==> src/rtl/mips_pipe_pkg.sv <==
// mips_pipe_pkg: shared types, constants and helpers for the MIPS pipeline control
package mips_pipe_pkg;
   localparam int RN_MAX = 8;
   localparam int FWD_RF = 0;
   localparam logic [5:0] OP_SPECIAL = 6'h00;
   localparam logic [5:0] OP_BEQ = 6'h04;
   localparam logic [5:0] OP_BNE = 6'h05;
   localparam logic [5:0] OP_LW = 6'h23;
   localparam logic [5:0] FN_JR = 6'h08;
   typedef struct packed {
      logic valid;
      logic wr_en;
      logic [RN_MAX-1:0] wr_num;
      logic is_load;
   } sb_entry_t;
   function automatic int fwd_sel_w(input int stages);
      return $clog2(stages + 1);
   endfunction
   function automatic logic op_is_load(input logic [5:0] op);
      return op == OP_LW;
   endfunction
   function automatic logic op_is_branch(input logic [5:0] op, input logic [5:0] fn);
      return op == OP_BEQ || op == OP_BNE || (op == OP_SPECIAL && fn == FN_JR);
   endfunction
endpackage

==> src/rtl/mips_sat_counter.sv <==
// mips_sat_counter: saturating event counter with synchronous clear
// Ports: clk, rst (async, active high), clear_i (sync clear), inc_i (count one event), cnt_o (value).
module mips_sat_counter #(
   parameter int W = 32
) (
   input  logic         clk,
   input  logic         rst,
   input  logic         clear_i,
   input  logic         inc_i,
   output logic [W-1:0] cnt_o
);
   logic [W-1:0] cnt_q, cnt_d;
   always_comb cnt_d = clear_i ? '0 : (inc_i && cnt_q != '1) ? cnt_q + 1'b1 : cnt_q;
   always_ff @(posedge clk or posedge rst)
      if (rst) cnt_q <= '0;
      else cnt_q <= cnt_d;
   assign cnt_o = cnt_q;
endmodule

==> src/rtl/mips_pipe_ctrl.sv <==
// mips_pipe_ctrl: scoreboard-based hazard, forwarding, flush and halt control for the 5-stage MIPS core
// Ports: clk, rst (async, active high); ID-stage instruction info (*_i); redirect_i, halt_i;
//   pc_en_o, ifid_en_o, ifid_clear_o, idex_clear_o, fwd_a_sel_o/fwd_b_sel_o (0 = regfile, k = stage k),
//   halted_o, stall_cnt_o, flush_cnt_o.
// Build option: define MIPS_PIPE_FWD_EN for forwarding; otherwise stall-only, selects tied to regfile.
module mips_pipe_ctrl
   import mips_pipe_pkg::*;
#(
   parameter int STAGES = 3,
   parameter int RN_W = 5,
   parameter int CNT_W = 32,
   localparam int FS_W = fwd_sel_w(STAGES)
) (
   input  logic             clk,
   input  logic             rst,
   input  logic             id_valid_i,
   input  logic [RN_W-1:0]  id_r1_num_i,
   input  logic             id_r1_used_i,
   input  logic [RN_W-1:0]  id_r2_num_i,
   input  logic             id_r2_used_i,
   input  logic             id_wr_en_i,
   input  logic [RN_W-1:0]  id_wr_num_i,
   input  logic             id_is_load_i,
   input  logic             id_is_branch_i,
   input  logic             redirect_i,
   input  logic             halt_i,
   output logic             pc_en_o,
   output logic             ifid_en_o,
   output logic             ifid_clear_o,
   output logic             idex_clear_o,
   output logic [FS_W-1:0]  fwd_a_sel_o,
   output logic [FS_W-1:0]  fwd_b_sel_o,
   output logic             halted_o,
   output logic [CNT_W-1:0] stall_cnt_o,
   output logic [CNT_W-1:0] flush_cnt_o
);
`ifdef MIPS_PIPE_FWD_EN
   localparam bit FWD_ON = 1'b1;
`else
   localparam bit FWD_ON = 1'b0;
`endif
   sb_entry_t sb_q [1:STAGES];
   sb_entry_t sb_d [1:STAGES];
   logic [FS_W-1:0] a_k, b_k;
   logic a_ld, b_ld, drained, fwd_haz, any_haz, hz, stop;
   function automatic logic hit(input sb_entry_t e, input logic [RN_W-1:0] src, input logic used);
      return used && src != '0 && e.valid && e.wr_en && e.wr_num == RN_MAX'(src);
   endfunction
   // Scan oldest to youngest so the youngest producer overwrites; the WB stage is write-through.
   always_comb begin
      a_k = '0;
      b_k = '0;
      a_ld = 1'b0;
      b_ld = 1'b0;
      drained = 1'b1;
      for (int k = STAGES - 1; k >= 1; k--) begin
         if (hit(sb_q[k], id_r1_num_i, id_r1_used_i)) begin
            a_k = FS_W'(k);
            a_ld = sb_q[k].is_load;
         end
         if (hit(sb_q[k], id_r2_num_i, id_r2_used_i)) begin
            b_k = FS_W'(k);
            b_ld = sb_q[k].is_load;
         end
      end
      for (int k = 1; k <= STAGES; k++) drained = drained && !sb_q[k].valid;
   end
   // Load data is not ready until after MEM; branches compare in ID so they need one more stage of slack.
   assign fwd_haz = (a_k == FS_W'(1) && (a_ld || id_is_branch_i)) || (a_k == FS_W'(2) && a_ld && id_is_branch_i) ||
                    (b_k == FS_W'(1) && (b_ld || id_is_branch_i)) || (b_k == FS_W'(2) && b_ld && id_is_branch_i);
   assign any_haz = a_k != '0 || b_k != '0;
   assign hz = id_valid_i && (FWD_ON ? fwd_haz : any_haz);
   assign stop = hz || halt_i;
   assign pc_en_o = !stop;
   assign ifid_en_o = !stop;
   assign idex_clear_o = stop;
   assign ifid_clear_o = redirect_i && !stop;
   assign halted_o = halt_i && drained;
   assign fwd_a_sel_o = FWD_ON ? a_k : FS_W'(FWD_RF);
   assign fwd_b_sel_o = FWD_ON ? b_k : FS_W'(FWD_RF);
   always_comb begin
      sb_d[1] = '{valid: id_valid_i && !stop, wr_en: id_wr_en_i, wr_num: RN_MAX'(id_wr_num_i), is_load: id_is_load_i};
      for (int k = 2; k <= STAGES; k++) sb_d[k] = sb_q[k-1];
   end
   always_ff @(posedge clk or posedge rst)
      if (rst) for (int k = 1; k <= STAGES; k++) sb_q[k] <= '0;
      else sb_q <= sb_d;
   mips_sat_counter #(.W(CNT_W)) u_stall_cnt (
      .clk(clk), .rst(rst), .clear_i(1'b0), .inc_i(hz), .cnt_o(stall_cnt_o)
   );
   mips_sat_counter #(.W(CNT_W)) u_flush_cnt (
      .clk(clk), .rst(rst), .clear_i(1'b0), .inc_i(ifid_clear_o), .cnt_o(flush_cnt_o)
   );
endmodule

==> config.mk <==
export PLATFORM = sky130hd
export DESIGN_NAME = mips_pipe_ctrl
export DESIGN_NICKNAME = d
export VERILOG_FILES = /design/src/rtl/mips_pipe_pkg.sv /design/src/rtl/mips_sat_counter.sv /design/src/rtl/mips_pipe_ctrl.sv
export SDC_FILE = /design/constraint.sdc
export NUM_CORES = 1
export LEC_CHECK = 0
export BUFFER_PORTS_ARGS = -buffer_cell sky130_fd_sc_hd__clkbuf_2
export CAP_MARGIN = 5
export CORE_ASPECT_RATIO = 0.75
export CORE_MARGIN = 5
export CORE_UTILIZATION = 45
export CTS_CLUSTER_SIZE = 14
export DETAILED_ROUTE_END_ITERATION = 12
export PLACE_DENSITY = 0.69
export SYNTH_ARGS = -nofsm -noshare
export SYNTH_HDL_FRONTEND = slang
export SYNTH_SLANG_ARGS = --single-unit
==> constraint.sdc <==
create_clock -name clk -period 2.6 [get_ports clk]
set_input_delay 0.13 -clock clk [delete_from_list [all_inputs] [get_ports clk]]
set_output_delay 0.13 -clock clk [all_outputs]
set_load 0.05 [all_outputs]
# Word-level counts from Yosys, hierarchy flattened
# Cells that the tools add are included.
# W data, S select, Z words.
dict set report totals {
  ramBits 0
  n_memories 0
  rom_bits 0
  reg_bits 79
  word_cells 53
  input_bits 25
  latchBits 0
  out_inout_bits 73
}
dict set report classes {
  div_mod_pow 0
  n_shift 0
  eq_ne 6
  bitwise_logic 0
  n_addsub 2
  n_mux 4
  reduce_logical 32
  mul 0
  order_cmp 0
}
# cell count
set ops {}
lappend ops {{$add A32 B1 Y32 const B} 2}
lappend ops {{$ne A32 B32 Y1 const B} 2}
lappend ops {{$logic_and A1 B1 Y1} 22}
lappend ops {{$eq A5 B5 Y1} 4}
lappend ops {{$reduce_bool A5 Y1} 2}
lappend ops {{$mux W2} 4}
lappend ops {{$logic_not A1 Y1} 4}
lappend ops {{$reduce_bool A2 Y1} 2}
lappend ops {{$logic_or A1 B1 Y1} 2}

# Logic depth before layout (Yosys ltp)
# Gate-level depths: netlist of run 1.
dict set report logic_depth {
  ltp_word 14
  depth_mapped 7
  depth_no_buf 6
}

# Cells and area by module
# A second synthesis of run 1 with hierarchy kept.
dict set report hier_totals {
  hier_cells 458
  area_unflattened_um2 4409.2
}
# mod cells_per_inst seq_area_each_um2 instances area_each_um2
set modules_own_cells {}
lappend modules_own_cells {mips_sat_counter 197 800.8 2 1823.0}
lappend modules_own_cells {mips_pipe_ctrl 64 375.4 1 763.2}

# Least setup slack after synthesis of run 1
# OpenSTA, ideal clock, no wires.
dict set report synth_timing {
  path_kind {input port to output port}
  startpoint {input id_r2_num_i[1]}
  endpoint {output idex_clear_o}
  path_buffers 1
  arrival_ns 2.396
  stages 6
  slack_ns 0.074
  required_time_ns 2.470
  path_cell_list {or4_1 -> o211ai_1 -> o22ai_2 -> buf_2 -> nor2_1 -> inv_1}
}
dict set report synth_between {
  elab_chain_len 11
  elab_cells_between_ends 16
  classes_between {eq/ne (2); mux (2); reduce/logical (12)}
}
# item line
set synth_rtl {}
lappend synth_rtl {{start: declaration} mips_pipe_ctrl.sv:19} ;# input logic [RN_W-1:0] id_r2_num_i,
lappend synth_rtl {{$reduce_bool A5 Y1} mips_pipe_ctrl.sv:47} ;# return used && src != '0 && e.valid && e.wr_en && e.wr_num == RN_MAX'(src);
lappend synth_rtl {{$logic_and A1 B1 Y1 (4 in a row)} mips_pipe_ctrl.sv:47}
lappend synth_rtl {{$mux W2} mips_pipe_ctrl.sv:61} ;# if (hit(sb_q[k], id_r2_num_i, id_r2_used_i)) begin
lappend synth_rtl {{$mux W2 (*)} mips_pipe_ctrl.sv:61}
lappend synth_rtl {{$reduce_bool A2 Y1 (*)} mips_pipe_ctrl.sv:71} ;# assign any_haz = a_k != '0 || b_k != '0;
lappend synth_rtl {{$logic_or A1 B1 Y1 (*)} mips_pipe_ctrl.sv:71}
lappend synth_rtl {{$logic_and A1 B1 Y1 (*)} mips_pipe_ctrl.sv:72} ;# assign hz = id_valid_i && (FWD_ON ? fwd_haz : any_haz);
lappend synth_rtl {{$logic_or A1 B1 Y1 (*)} mips_pipe_ctrl.sv:73} ;# assign stop = hz || halt_i;
lappend synth_rtl {{end: declaration} mips_pipe_ctrl.sv:30} ;# output logic idex_clear_o,
# Every way passes the cells marked *; elsewhere a longest branch is shown, timed or not.

# Worst setup path after layout of run 1
dict set report layout_timing {
  startpoint {register sb_q, in the netlist sb_d[15]}
  endpoint {output idex_clear_o}
}
dict set report layout_between {
  elab_chain_len 7
  elab_cells_between_ends 11
  classes_between {eq/ne (2); mux (2); reduce/logical (7)}
}
# item line
set layout_rtl {}
lappend layout_rtl {{start: declaration} mips_pipe_ctrl.sv:42} ;# sb_entry_t sb_q [1:STAGES];
lappend layout_rtl {{start signal: assignment} mips_pipe_ctrl.sv:87} ;# else sb_q <= sb_d;
lappend layout_rtl {{$eq A5 B5 Y1} mips_pipe_ctrl.sv:47}
lappend layout_rtl {{$logic_and A1 B1 Y1} mips_pipe_ctrl.sv:47}
lappend layout_rtl {{$mux W2 (on tied branches)} {mips_pipe_ctrl.sv:57, mips_pipe_ctrl.sv:61}}
lappend layout_rtl {{$reduce_bool A2 Y1} mips_pipe_ctrl.sv:71}
lappend layout_rtl {{$logic_or A1 B1 Y1 (*)} mips_pipe_ctrl.sv:71}
lappend layout_rtl {{$logic_and A1 B1 Y1 (*)} mips_pipe_ctrl.sv:72}
lappend layout_rtl {{$logic_or A1 B1 Y1 (*)} mips_pipe_ctrl.sv:73}
# Marked as above.

==> results of run 1 <==
worst paths after layout:
kind | end | slack (ns) | cells after the start
max in group asynchronous | u_flush_cnt.cnt_o[26]$_DFFE_PP0P_ | 1.84 | 4
hold reg to reg | sb_d[9]$_DFF_PP0_ | 0.39 | 0
setup reg to reg | u_stall_cnt.cnt_o[29]$_DFFE_PP0P_ | 0.32 | 6
hold / removal | sb_d[21]$_DFF_PP0_ | 0.05 | 2
setup / recovery | idex_clear_o | 0.14 | 8
min in group asynchronous | u_flush_cnt.cnt_o[31]$_DFFE_PP0P_ | 0.39 | 4
area by class of cell:
class / instances / area [sq um] / area share [%]
Timing Repair Buffer: 106 / 611 / 12.4
Multi-Input combinational cell: 268 / 1850 / 37.6
Clock inverter: 3 / 65.1 / 1.32
Sequential cell: 79 / 1980 / 40.1
Clock buffer: 12 / 267 / 5.41
Inverter: 5 / 20.0 / 0.406
Tap cell: 108 / 135 / 2.74
flip-flops by register name, summed over array words and instances (netlist names):
signal             cells
u_stall_cnt.cnt_o     32
sb_d                  14
sb_q                   1
u_flush_cnt.cnt_o     32
per-stage QoR:
| stage | setup slack, ns | instance area, sq um | total power, mW | std cells | hold WS, ns |
|---|---|---|---|---|---|
| after floorplan | 0.0742 | 3940 | 1.74 | 370 | 0.161 |
| after global placement | 0.453 | 4520 | 1.87 | 559 | 0.234 |
| after detailed placement | 0.372 | 4520 | 1.88 | 559 | 0.238 |
| after CTS | 0.0693 | 4920 | 3.27 | 581 | 0.0462 |
| after global routing | 0.0157 | 4930 | 3.37 | 581 | 0.0425 |
| final | 0.138 | 4930 | 3.25 | 581 | 0.0520 |
cells by family (layout without fill, tap and decap cells):
logic type                 count (synthesis)  after routing
and+or+nand+nor                          172            172
other                                      1              4
xor gates and xnor gates                  82             82
DFF                                       79             79
muxes                                      2              2
adders and majority gates                  2              2
AOI/OAI and AO/OA                          6              6
buffers and inverters                     23            126
metal layers:
layer | share of wire [%] | vias up | wire (um)
met4 | 1.6 | 0 | 144
met1 | 48 | 1526 | 4350
met5 | 0 | - | 0
met3 | 5.4 | 17 | 496
met2 | 45 | 94 | 4120
li1 | - | 1500 | -
synthesized netlist by cell type:
library cell | count | area share, %
nor3_1 | 15 | 1.9
dfrtp_1 | 79 | 50
buf_6 | 2 | 0.57
buf_2 | 3 | 0.38
xnor2_1 | 27 | 6.0
nand2_1 | 27 | 2.6
nor3_2 | 2 | 0.51
a22oi_1 | 2 | 0.38
nor4_1 | 19 | 3.0
mux2_2 | 2 | 0.57
nand3b_1 | 1 | 0.19
nor4_2 | 2 | 0.64
o22ai_2 | 1 | 0.32
xor2_1 | 55 | 12
clkbuf_1 | 8 | 0.76
nor2b_1 | 1 | 0.16
nand2b_1 | 1 | 0.16
o211ai_1 | 2 | 0.38
and4_1 | 9 | 2.0
nor2_1 | 12 | 1.1
nand3_1 | 28 | 3.6
nand4b_1 | 1 | 0.22
nor4b_1 | 4 | 0.89
inv_1 | 5 | 0.48
o21ai_2 | 1 | 0.22
ha_1 | 2 | 0.64
or4_1 | 2 | 0.38
nand4_1 | 22 | 3.5
and3_1 | 16 | 2.5
conb_1 | 1 | 0.095
and2_1 | 7 | 1.1
and4bb_2 | 1 | 0.32
buf_4 | 5 | 0.96
nor4b_2 | 2 | 0.76
repair_timing:
item | in CTS | in global routing
resized for setup | 0 | 1
buffers inserted | 0 | 0
hold endpoints to repair | 85 | 0
setup endpoints to repair | 0 | 1
hold buffers | 7 | 0
power groups by stage:
stage / logic [mW] / clock network (mW) / registers [mW]
after floorplan: 0.163 / 0 / 1.57
after global placement: 0.459 / 0 / 1.41
after detailed placement: 0.470 / 0 / 1.41
after CTS: 0.479 / 1.41 / 1.39
after global routing: 0.511 / 1.45 / 1.40
final: 0.473 / 1.39 / 1.39
==> impl_results.md, run 1 <==
* Die area at 10700 sq um
* Fin. Hold Viols at 0
* Max stage delay cell, worst path: dfrtp_1
* Clk sinks at 79
* DRT Pass-1 Iters at 4
* Number of remaining DRC errors at 0
* Most frequent cells in the layout: 91 x clkbuf_2, 79 x dfrtp_1, 55 x xor2_1, 28 x nand3_1
* Peak fanout along the critical path at 18
* Met1 GRT Util at 24.9%
* Grt peak-use layer: met2
* Post-layout util at 58.0%
* Internal Power at 2.33 mW
* Synth-to-Final Area Change at 25.4%
* Vias at ~3.1k
* Finish-stage setup viols at 0
* I/O Buffers at 91
* M2 GR Usage at 25.9%
* Peak supply drop at 443 uV
* Worst r2r src: u_stall_cnt.cnt_o[17]$_DFFE_PP0P_
* Initial core utilization at about 46%
* Vias/cell at 5.40
* Total of max-cap violations at 0
* Sequential power share at between 40% and 50%
* Post-synthesis mux area share at 0.573%
* Initial DRC Count at 293
* Worst Path Class, Setup: reg2out
* RSZ-0062 raised after global routing: false
* Distinct cells, synth at 34
* Post-Syn Area at roughly 4000 sq um
* GRT Util Overall at between 10% and 20%
* Worst Setup SP: sb_d[15]$_DFF_PP0_
* Worst hold start: id_valid_i
* Critical Path Sink Type: primary output
* WL/cell at 15.7 um
* Yosys warning total at 0
* Setup TNS at 0 ns
* Status: complete, no violations
* Nets at between 400 and 500
* Fillers at between 700 and 800
* IO Pins at 98
* First-pass GRT wire length at between 15000 and 20000 um
* Ant diodes at 0
* CTS Buf Count at 9
* Routed Wire Length at around 9100 um
* Sw Ratio at 28.2%
* Core area at 8490 sq um
* Clock Tree Root: clkbuf_16
* Largest family of logic cells by synthesized area: simple AND/OR/NAND/NOR gates
* Post-synthesis sequential area ratio at between 50% and 60%
* F_max at about 400 MHz
* Arrival @ worst endpoint at between 2 and 2.5 ns
* Cells after synthesis at around 370
* Largest net degree at the start of global routing at 80
* #FFs+latches synth at between 70 and 80
* Clk pwr share at 42.7%
* Antenna violations before repair at 0
* Die W at about 120 um
* Clock Skew at between 0.007 and 0.008 ns
* Worst path cell trace: xor2_1 -> nor4_2 -> a22oi_1 -> o22ai_4 -> buf_4 -> nor2_1 -> inv_1 -> clkbuf_2
* Clock latency on the worst-skew pair at between 0.3 and 0.4 ns
* Clk pin slew, worst setup/hold paths at around 0.06 ns
* Max-slew violations at 0
* Die height at between 90 and 100 um
* Hpwl dp at about 6500 um
* Grt ovf at 0
* Cell Pwr Density at between 600 and 700 nW/um^2
* Synth Area in Simple Gates at between 20% and 30%
* GR Util met3 at under 10%
* Tcrit/Tclk final at a little over nine tenths
* Final min period at around 2.5 ns
* Crit path required time at between 2 and 2.5 ns
* RePlAce Congestion at about 0.80
* Compound-gate portion of the synthesized area at around 1.3%
* Slew @ Worst Pin at 0.510 ns
* Critical Path Start Type: flop
* Slew HR at between 60% and 70%
* XOR/XNOR Fraction of Synth Area at ~18%
* TritonCTS clock tree: yes
* NetSw at approximately 0.92 mW
* Critical Path Max Stage Delay at approximately 0.43 ns
* CP Buf/Inv Count at 3
* Avg Cell Area, Syn at 10.7 sq um
* H-tree depth at 3
* Synth Area in Adders at less than 1%
* Share of post-route cells with drive strength above 1 at around 27%
* Clk buf depth at 2
* Most common cell after layout, fill and taps aside: clkbuf_2
* Row count at 29
* P_leak at 2.46 nW
* Vias in the first global route at roughly 3.1k
* HP Class: in2reg
* Combinational power share at about 15%
* Final ANT Viol Nets at 0
* Crit path max-delay family: buffers and inverters
Power figures use the tool's default switching activity.
==> inputs of run 2 (changes only) <==
--- a/config.mk
+++ b/config.mk
@@ -5,6 +5,7 @@
 export SDC_FILE = /design/constraint.sdc
 export NUM_CORES = 1
 export LEC_CHECK = 0
+export ABC_AREA = 1
 export BUFFER_PORTS_ARGS = -buffer_cell sky130_fd_sc_hd__clkbuf_2
 export CAP_MARGIN = 5
 export CORE_ASPECT_RATIO = 0.75
@@ -12,7 +13,7 @@
 export CORE_UTILIZATION = 45
 export CTS_CLUSTER_SIZE = 14
 export DETAILED_ROUTE_END_ITERATION = 12
-export PLACE_DENSITY = 0.69
+export PLACE_DENSITY = 0.67
 export SYNTH_ARGS = -nofsm -noshare
 export SYNTH_HDL_FRONTEND = slang
 export SYNTH_SLANG_ARGS = --single-unit
==> impl_results.md, run 2 <==
* Clk pin slew, worst setup/hold paths at 0.06 ns (about the same)
* Hpwl dp at 10700 um (+66%)
* Max stage delay cell, worst path: dfrtp_1
* Met1 Wirelength at 7030 um (+62%)
* WL/cell at 14.7 um (-6.1%)
* Worst reg2reg path endpoint: u_flush_cnt.cnt_o[29]$_DFFE_PP0P_
* H-tree depth at 3 (unchanged)
* WHS at 0.0984 ns (+0.0465 ns)
* Finish-stage setup viols at 0 (unchanged)
* Met3 WL post-DR at 986 um (+99%)
* Routed Wire Length at 14100 um (+54%)
* Post-synth top area cell: dfrtp_1
* Met2 WL post-DR at 5910 um (+43%)
* Share of post-route cells with drive strength above 1 at 20.0% (-6.9 points)
* Die W at 134 um (+14%)
* Number of remaining DRC errors at 0 (unchanged)
* Final ANT Viol Nets at 0 (unchanged)
* Setup TNS at 0 ns (unchanged)
* Post-CTS Resized at 0 (unchanged)
* Cells after synthesis at 713 (+94%)
* Clk sinks at 79 (unchanged)
* Die area at 13800 sq um (+29%)
* Ant diodes at 0 (unchanged)
* Ys async rst share at 100% (unchanged)
* Critical path depth at 9 (+1)
* EDFF count, synth at 0 (unchanged)
* Crit path max-delay family: simple AND/OR/NAND/NOR gates
* Core area at 11400 sq um (+35%)
* Most frequent cell after synthesis: nand2_1
* Cell Pwr Density at 625 nW/um^2 (-5.1%)
* HP Class: in2reg
* Clock latency on the worst-skew pair at 0.34 ns (about the same)
* Worst Setup SP: u_flush_cnt.cnt_o[1]$_DFFE_PP0P_
* IO Pins at 98 (unchanged)
* Slew HR at 43.9% (-22 points)
* I/O Buffers at 91 (unchanged)
* Vias in the first global route at 4728 (+50%)
* Grt ovf at 0 (unchanged)
* Die height at 103 um (+13%)
* DRT Pass-1 Iters at 5 (+1)
* Vias at 4883 (+56%)
* Critical Path Max Stage Delay at 0.42 ns (about the same)
* Synth area leaders: dfrtp_1 38%, nand2_1 19%, xor2_1 7.4%
* Yosys top cell area share at 38.0% (-12 points)
* Fillers at 1144 (+56%)
* Most common cell after layout, fill and taps aside: nand2_1
* RSZ-0062 raised after global routing: false
* Peak fanout along the critical path at 31 (+13)
* Finished Layout Cells at 956 (+65%)
* Synth-to-Final Area Change at 16.6%
* Avg Cell Area, Syn at 7.30 sq um (-32%)
* Distinct cells, synth at 37 (+8.8%)
* Post-Syn Area at 5210 sq um (+33%)
* Main synth FF type: dfrtp_1
* Clock Skew at 0.00725 ns (-0.000558 ns)
* Max-slew violations at 0 (unchanged)
* Clk buf depth at 2 (unchanged)
* WHS Endpoint: sb_d[21]$_DFF_PP0_
* Fin. Hold Viols at 0 (unchanged)
* First-pass GRT wire length at 23600 um (+51%)
* Cells after DPL at 933 (+67%)
* Row count at 34 (+17%)
* Antenna violations before repair at 0 (unchanged)
* CTS Buf Count at 9 (unchanged)
* P_leak at 3.06 nW (+24%)
* Worst r2r src: u_flush_cnt.cnt_o[1]$_DFFE_PP0P_
* Vias/cell at 5.11 (-5.4%)
* Critical Path Sink Type: flop
* Nets at 834 (+68%)
* Initial DRC Count at 403 (+38%)
* Setup slack, reg-to-reg at 0.48 ns (+0.16 ns)
* Arrival @ worst endpoint at 2.39 ns (+0.06 ns)
* Post-synthesis sequential area ratio at 38.0% (-12 points)
* Worst path cell trace: ha_1 -> nand2_2 -> nor2_4 -> nand2_2 -> nor2_4 -> nand3_4 -> nand4_4 -> nand2_1 -> nand2_1
* GRT Util Overall at 21.2% (+3.6 points)
* Crit path required time at 2.87 ns (+0.40 ns)
* Critical Path Start Type: flop
* Top Metal Used: met4
* F_max at 472 MHz (+16%)
* Initial core utilization at 45.5% (-0.77 points)
* Clock Tree Root: clkbuf_16
* Largest net degree at the start of global routing at 48 (-40%)
* RePlAce Congestion at 0.976 (+22%)
* Total of max-cap violations at 0 (unchanged)
* Synth top cells by count: 267 x nand2_1, 79 x dfrtp_1, 65 x inv_1
* Hold Path Cell Cnt at 3 (+1)
* TritonCTS clock tree: yes
* Worst Path Class, Setup: reg2reg
* Final min period at 2.12 ns (-0.344 ns)
* Status: complete, no violations
* Most frequent cells in the layout: 267 x nand2_1, 91 x clkbuf_2, 79 x dfrtp_1, 64 x inv_1, 64 x nor2_1
* Slew @ Worst Pin at 0.841 ns (+0.331 ns)
* Worst hold start: id_valid_i
* Peak supply drop at 333 uV (-25%)
* Worst reg2reg path depth at 9 (+3)
* Tcrit/Tclk final at 81.5% (-13 points)
* CP Buf/Inv Count at 0 (-3)
* #FFs+latches synth at 79 (unchanged)
* Yosys warning total at 0 (unchanged)
## run 2: cell families after synthesis
group                    Yosys count  synth area share, %
AND/OR/NAND/NOR                  451                 39.4
flip-flops                        79                 38.0
buffers and inverters             99                 9.15
other                              1               0.0720
XOR/XNOR                          54                 9.08
AO/OA/AOI/OAI                     27                 3.89
adder cells (fa/ha/maj)            2                0.480
## run 2: cell type report
| class | count | area [sq um] | area share (%) |
|---|---|---|---|
| Timing Repair Buffer | 105 | 578 | 9.52 |
| Tap cell | 144 | 180 | 2.97 |
| Clock buffer | 11 | 233 | 3.83 |
| Sequential cell | 79 | 1980 | 32.6 |
| Clock inverter | 5 | 58.8 | 0.968 |
| Inverter | 74 | 282 | 4.64 |
| Multi-Input combinational cell | 538 | 2770 | 45.5 |
## run 2: how the worst max path moves through the flow
stage | endpoint
after floorplan | sb_d[10]$_DFF_PP0_
after global placement | u_flush_cnt.cnt_o[17]$_DFFE_PP0P_
after detailed placement | u_flush_cnt.cnt_o[18]$_DFFE_PP0P_
after CTS | u_flush_cnt.cnt_o[18]$_DFFE_PP0P_
after global routing | u_flush_cnt.cnt_o[27]$_DFFE_PP0P_
final | u_flush_cnt.cnt_o[29]$_DFFE_PP0P_
## run 2: power breakdown
group          switching [mW]  leakage, nW  internal (mW)
clock                   0.526        0.136          0.745
sequential              0.153         1.01           1.35
combinational           0.772         1.92          0.257
## run 2: repair_timing
action	4_1_cts	5_1_grt
endpoints found under the hold margin	51	0
setup buffers	0	0
hold buffers	7	0
## run 2: per-layer routing
layer  track usage, %  up-vias
met5                0        -
met4             5.01        0
met3             5.22       16
met2             32.1      154
met1             30.7     2275
li1                 -     2438
## run 2: through the flow
stage	utilization [%]	setup slack, ns	area (sq um)	power [mW]
6_report	53.1	0.482	6070	3.80
5_1_grt	53.1	0.252	6070	3.98
4_1_cts	53.1	0.469	6070	3.84
3_5_place_dp	49.9	0.506	5710	2.55
3_3_place_gp	49.9	0.563	5710	2.52
2_1_floorplan	-	0.447	5220	2.29
## run 2: tightest hold or removal path: stages
cell and delay (ns):
clkbuf_2 0.15, nand2_1 0.09, inv_1 0.03
